$ cat src/rtl/scalar_fetch_seq.sv
// Program sequencer feeding the scalar fetch stage: owns the PC, issues
// instruction-memory reads and flags returning instructions one cycle later.
module scalar_fetch_seq #(
  parameter int ADDR_W = 10,
  parameter int CNT_W  = 16
) (
  input  logic              clock,
  input  logic              reset,
  input  logic              I_Start,
  input  logic [ADDR_W-1:0] I_Start_PC,
  input  logic [ADDR_W-1:0] I_End_PC,
  input  logic              I_Stall,
  input  logic              I_Br_Taken,
  input  logic [ADDR_W-1:0] I_Br_Target,
  input  logic              I_Abort,
  output logic              O_IMem_Re,
  output logic [ADDR_W-1:0] O_IMem_Addr,
  output logic              O_Fetch_Req,
  output logic [ADDR_W-1:0] O_Fetch_PC,
  output logic              O_Term,
  output logic              O_Busy,
  output logic [CNT_W-1:0]  O_Instr_Cnt
);

  // state  | meaning
  // IDLE   | no program; waiting for I_Start
  // RUN    | issuing reads from PC
  // DRAIN  | last read returning; a branch here resumes the program
  // TERM   | one-cycle termination pulse
  typedef enum logic [1:0] {S_IDLE, S_RUN, S_DRAIN, S_TERM} state_t;

  state_t              state_q, state_d;
  logic [ADDR_W-1:0]   pc_q, pc_d;
  logic [ADDR_W-1:0]   end_q, end_d;
  logic                r_valid_q, r_valid_d;
  logic [ADDR_W-1:0]   r_pc_q, r_pc_d;
  logic [CNT_W-1:0]    cnt_q, cnt_d;
  logic                issue;

  always_ff @(posedge clock) begin
    if (reset) begin
      state_q   <= S_IDLE;
      pc_q      <= '0;
      end_q     <= '0;
      r_valid_q <= 1'b0;
      r_pc_q    <= '0;
      cnt_q     <= '0;
    end else begin
      state_q   <= state_d;
      pc_q      <= pc_d;
      end_q     <= end_d;
      r_valid_q <= r_valid_d;
      r_pc_q    <= r_pc_d;
      cnt_q     <= cnt_d;
    end
  end

  always_comb begin
    state_d = state_q;
    pc_d    = pc_q;
    end_d   = end_q;
    issue   = 1'b0;
    case (state_q)
      S_IDLE: begin
        if (I_Start) begin
          pc_d    = I_Start_PC;
          end_d   = I_End_PC;
          state_d = S_RUN;
        end
      end
      S_RUN: begin
        if (I_Abort) begin
          state_d = S_IDLE;
        end else if (I_Br_Taken) begin
          pc_d = I_Br_Target;
        end else if (!I_Stall) begin
          issue = 1'b1;
          if (pc_q == end_q) state_d = S_DRAIN;
          else               pc_d    = pc_q + 1'b1;
        end
      end
      S_DRAIN: begin
        if (I_Abort) begin
          state_d = S_IDLE;
        end else if (I_Br_Taken) begin
          pc_d    = I_Br_Target;
          state_d = S_RUN;
        end else begin
          state_d = S_TERM;
        end
      end
      S_TERM:  state_d = S_IDLE;
      default: state_d = S_IDLE;
    endcase
  end

  // Fixed one-cycle memory latency: the flag simply trails the issue.
  always_comb begin
    r_valid_d = issue;
    r_pc_d    = issue ? pc_q : r_pc_q;
    cnt_d     = cnt_q;
    if (state_q == S_IDLE && I_Start) cnt_d = '0;
    else if (r_valid_q && cnt_q != '1) cnt_d = cnt_q + 1'b1;
  end

  assign O_IMem_Re   = issue;
  assign O_IMem_Addr = pc_q;
  assign O_Fetch_Req = r_valid_q;
  assign O_Fetch_PC  = r_pc_q;
  assign O_Term      = (state_q == S_TERM);
  assign O_Busy      = (state_q != S_IDLE);
  assign O_Instr_Cnt = cnt_q;

endmodule

$ cat config.mk
export PLATFORM = sky130hd
export DESIGN_NAME = scalar_fetch_seq
export DESIGN_NICKNAME = d
export VERILOG_FILES = /design/src/rtl/scalar_fetch_seq.sv
export SDC_FILE = /design/constraint.sdc
export NUM_CORES = 1
export LEC_CHECK = 0
export CORE_ASPECT_RATIO = 0.9
export CORE_MARGIN = 5
export CORE_UTILIZATION = 48
export CTS_CLUSTER_SIZE = 8
export DETAILED_ROUTE_END_ITERATION = 6
export PLACE_DENSITY_LB_ADDON = 0.2
export SLEW_MARGIN = 20
export SYNTH_ARGS = -nofsm -noshare
export SYNTH_HDL_FRONTEND = slang
export SYNTH_SLANG_ARGS = --single-unit
$ cat constraint.sdc
create_clock -name clock -period 2.7 [get_ports clock]
set_input_delay 0.27 -clock clock [delete_from_list [all_inputs] [get_ports clock]]
set_output_delay 0.27 -clock clock [all_outputs]
set_load 0.05 [all_outputs]
==> results.json <==
{
  "status": "completed",
  "peakVddDrop_v": 0.000299,
  "intPower_mw": 1.27,
  "worst_slack_ns": 0.219,
  "die_y_um": 80.4,
  "layout_common_cells": "74 x clkdlybuf4s50_1, 57 x nand2_1, 49 x dfxtp_1",
  "reg2reg_slack_ns": 0.47,
  "r2r-start": "state_q[1]$_SDFFE_PP0P_",
  "clock_latency_ns": 0.30,
  "cpPeakStageDelay_ns": 0.40,
  "netlist_area_mm2": 0.00264,
  "area_growth_pct": 34.4,
  "ant_nets": 0,
  "cts_htree_levels": 2,
  "seqCellArea_um2": 981,
  "nNetsFinal": 447,
  "rsz0062_at_grt": "no",
  "fin_tns_setup_ns": 0,
  "ys_ff_latch": 49,
  "layout_min_cycle_time_ns": 2.48,
  "holdBufCountCts": 0,
  "coreArea_mm2": 0.00529,
  "grt_use_total": 0.207,
  "grt_pass1_wl_um": 11600,
  "critPathKind": "flip-flop to output pin",
  "hp-class": "flip-flop to flip-flop",
  "worstHoldStart": "O_Fetch_PC[6]$_SDFFE_PP0P_",
  "place.gp.congestion": 0.901,
  "r2r_cells": 7,
  "crit_path_frequent_cell": "inv_1",
  "maxCapViolations": 0,
  "critical_path.top_delay_family": "buffers and inverters",
  "layout.cells.non_filler": 473,
  "worst_slew_pin_slew_ns": 0.634,
  "post_cts_resized": 0,
  "synth_area_per_cell_um2": 7.81,
  "drt_iter0_markers": 229,
  "worstPathRequired_ns": 2.43,
  "tritoncts": "built",
  "vias_per_cell": 5.73,
  "overflow": 0,
  "dr.pass1.iters": 5,
  "path_clk_slew_ns": 0.09,
  "final_core_util": 0.671,
  "whs_path_depth": 2,
  "cts_setup_buffers": 0,
  "design.die.area_mm2": 0.00709,
  "drc_errors": 0,
  "cts_max_path_buffers": 2,
  "post_drt_wl_per_cell_um": 15.2,
  "multi_input_area_mm2": 0.00152,
  "place_ws_ns": 0.333,
  "synth-edff-count": 0,
  "grt_pass1_vias": 2409,
  "syn_nets": 380,
  "powerDensity_mw_per_mm2": 536,
  "cts_made_buffers": 5,
  "arrival_ns": 2.21,
  "grt_max_degree": 36,
  "place_hpwl_um": 5360,
  "vias": 2711,
  "synth_top_area_share": 0.372,
  "ys_seq_area_frac": 0.372,
  "num_rows": 25,
  "slowest_stage": "or3_1",
  "cts_sinks": 49,
  "synth_flop_cell": "dfxtp_1",
  "rr_endpoint": "O_IMem_Addr[4]$_SDFFE_PP0P_",
  "p_sw_mw": 0.631,
  "clkPwrFrac": 0.288,
  "combinationalPowerShare": 0.274,
  "p_leak_nw": 1.32,
  "critPathBufInv": 3,
  "yosysWarnings": 0,
  "worstPathMaxFanout": 11,
  "n_fill_cell": 443,
  "drive_above_1_share": 0.0468,
  "synth_async_sr_flop_share": 0,
  "synth_cell_types": 48,
  "switching_share": 0.331,
  "diodes": 0,
  "initial_core_util": 0.499,
  "critPathCaptureType": "output pin",
  "finClkSkew_ns": 0.00750,
  "placed_cells": 465,
  "hold_path_end": "O_Fetch_PC[6]$_SDFFE_PP0P_",
  "hold_slack_ns": 0.461,
  "final_common_cell": "clkdlybuf4s50_1",
  "slew_headroom": 0.575,
  "root_buffer": "clkbuf_8",
  "final-hold-violation-count": 0,
  "max_freq_mhz": 403,
  "setup_viol": 0,
  "seq_power_share": 0.439,
  "die_x_um": 88.2,
  "syn_inst": 338,
  "finalCritPeriodShare": 0.919,
  "io_pins": 76,
  "yosysTopAreaCell": "dfxtp_1",
  "drt_wl_total_um": 7210,
  "yosys-top-cells-area": "dfxtp_1 37%, nand2_1 8.1%, a21oi_1 7.0%, xor2_1 5.3%, nor2_1 3.3%",
  "antenna_found_initial": 0,
  "slew_viol_final": 0,
  "crit_chain": "inv_1 -> ha_1 -> nand2b_1 -> or3_1 -> inv_1 -> buf_12",
  "crit_path_start_kind": "flip-flop",
  "numPortBuffers": 75
}
power groups by stage:
| stage | Combinational, mW | Clock [mW] | Sequential [mW] |
|---|---|---|---|
| 3_3_place_gp | 0.511 | 0 | 0.850 |
| 3_5_place_dp | 0.516 | 0 | 0.850 |
| 6_report | 0.521 | 0.548 | 0.835 |
| 2_1_floorplan | 0.275 | 0 | 0.905 |
| 5_1_grt | 0.560 | 0.592 | 0.841 |
| 4_1_cts | 0.518 | 0.551 | 0.833 |
cell type report:
cell class                      count  area share
Inverter                            9     0.00952
Clock buffer                        7      0.0243
Tap cell                           67      0.0236
Sequential cell                    49       0.276
Multi-Input combinational cell    258       0.428
Timing Repair Buffer               82       0.229
Clock inverter                      1     0.00846
sequential cells by signal, summed over array words and instances, names as in the netlist:
register,cells
end_q,10
O_IMem_Addr,10
state_q,2
O_Instr_Cnt,16
O_Fetch_Req,1
O_Fetch_PC,10
worst max path at each step:
stage / cells past startpoint / start / endpoint / slack (ns)
2_1_floorplan: 9 / state_q[1]$_SDFFE_PP0P_ / O_Fetch_PC[9]$_SDFFE_PP0P_ / 0.58
3_3_place_gp: 6 / I_Br_Taken / O_IMem_Addr[2]$_SDFFE_PP0P_ / 0.43
3_5_place_dp: 6 / I_Br_Taken / O_IMem_Addr[4]$_SDFFE_PP0P_ / 0.33
4_1_cts: 6 / state_q[1]$_SDFFE_PP0P_ / O_IMem_Re / 0.27
5_1_grt: 6 / state_q[1]$_SDFFE_PP0P_ / O_IMem_Re / 0.11
6_report: 6 / state_q[1]$_SDFFE_PP0P_ / O_IMem_Re / 0.22
per-layer routing:
layer,wire length (um),up-vias,track usage
li1,-,1330,-
met1,3300,1262,0.295
met2,3230,108,0.315
met3,577,11,0.0379
met4,99,0,0.0619
met5,0,-,0
stage by stage:
step           instance area [um^2]  total power, mW
2_1_floorplan                  2640             1.18
3_3_place_gp                   3430             1.36
3_5_place_dp                   3430             1.37
4_1_cts                        3550             1.90
5_1_grt                        3550             1.99
6_report                       3550             1.90
logic make-up (layout without fill, tap and decap cells):
group           Yosys count  after routing  share of synthesized area
simple gates            148            148                      0.282
compound gates           78             78                      0.178
flops                    49             49                      0.372
buf+inv                  31             99                     0.0526
xor+xnor                 24             24                     0.0796
fa+ha+maj                 6              6                     0.0284
mux                       2              2                    0.00806
cell usage after synthesis, drive strengths merged, types with 8 or more instances:
library cell / count
nand2: 57
dfxtp: 49
a21oi: 37
nor2: 23
o21ai: 16
xor2: 16
clkbuf: 14
nand3: 12
inv: 9
buf: 8
nand4: 8
or4: 8
xnor2: 8
worst reg2reg max path, stage by stage (launching register included):
cell	delay (ns)
dfxtp_1	0.37
inv_1	0.09
ha_1	0.36
nor2_1	0.09
o22ai_1	0.17
nand3_1	0.31
or4_1	0.62
a21oi_1	0.15
(Power assumes the default switching activity.)
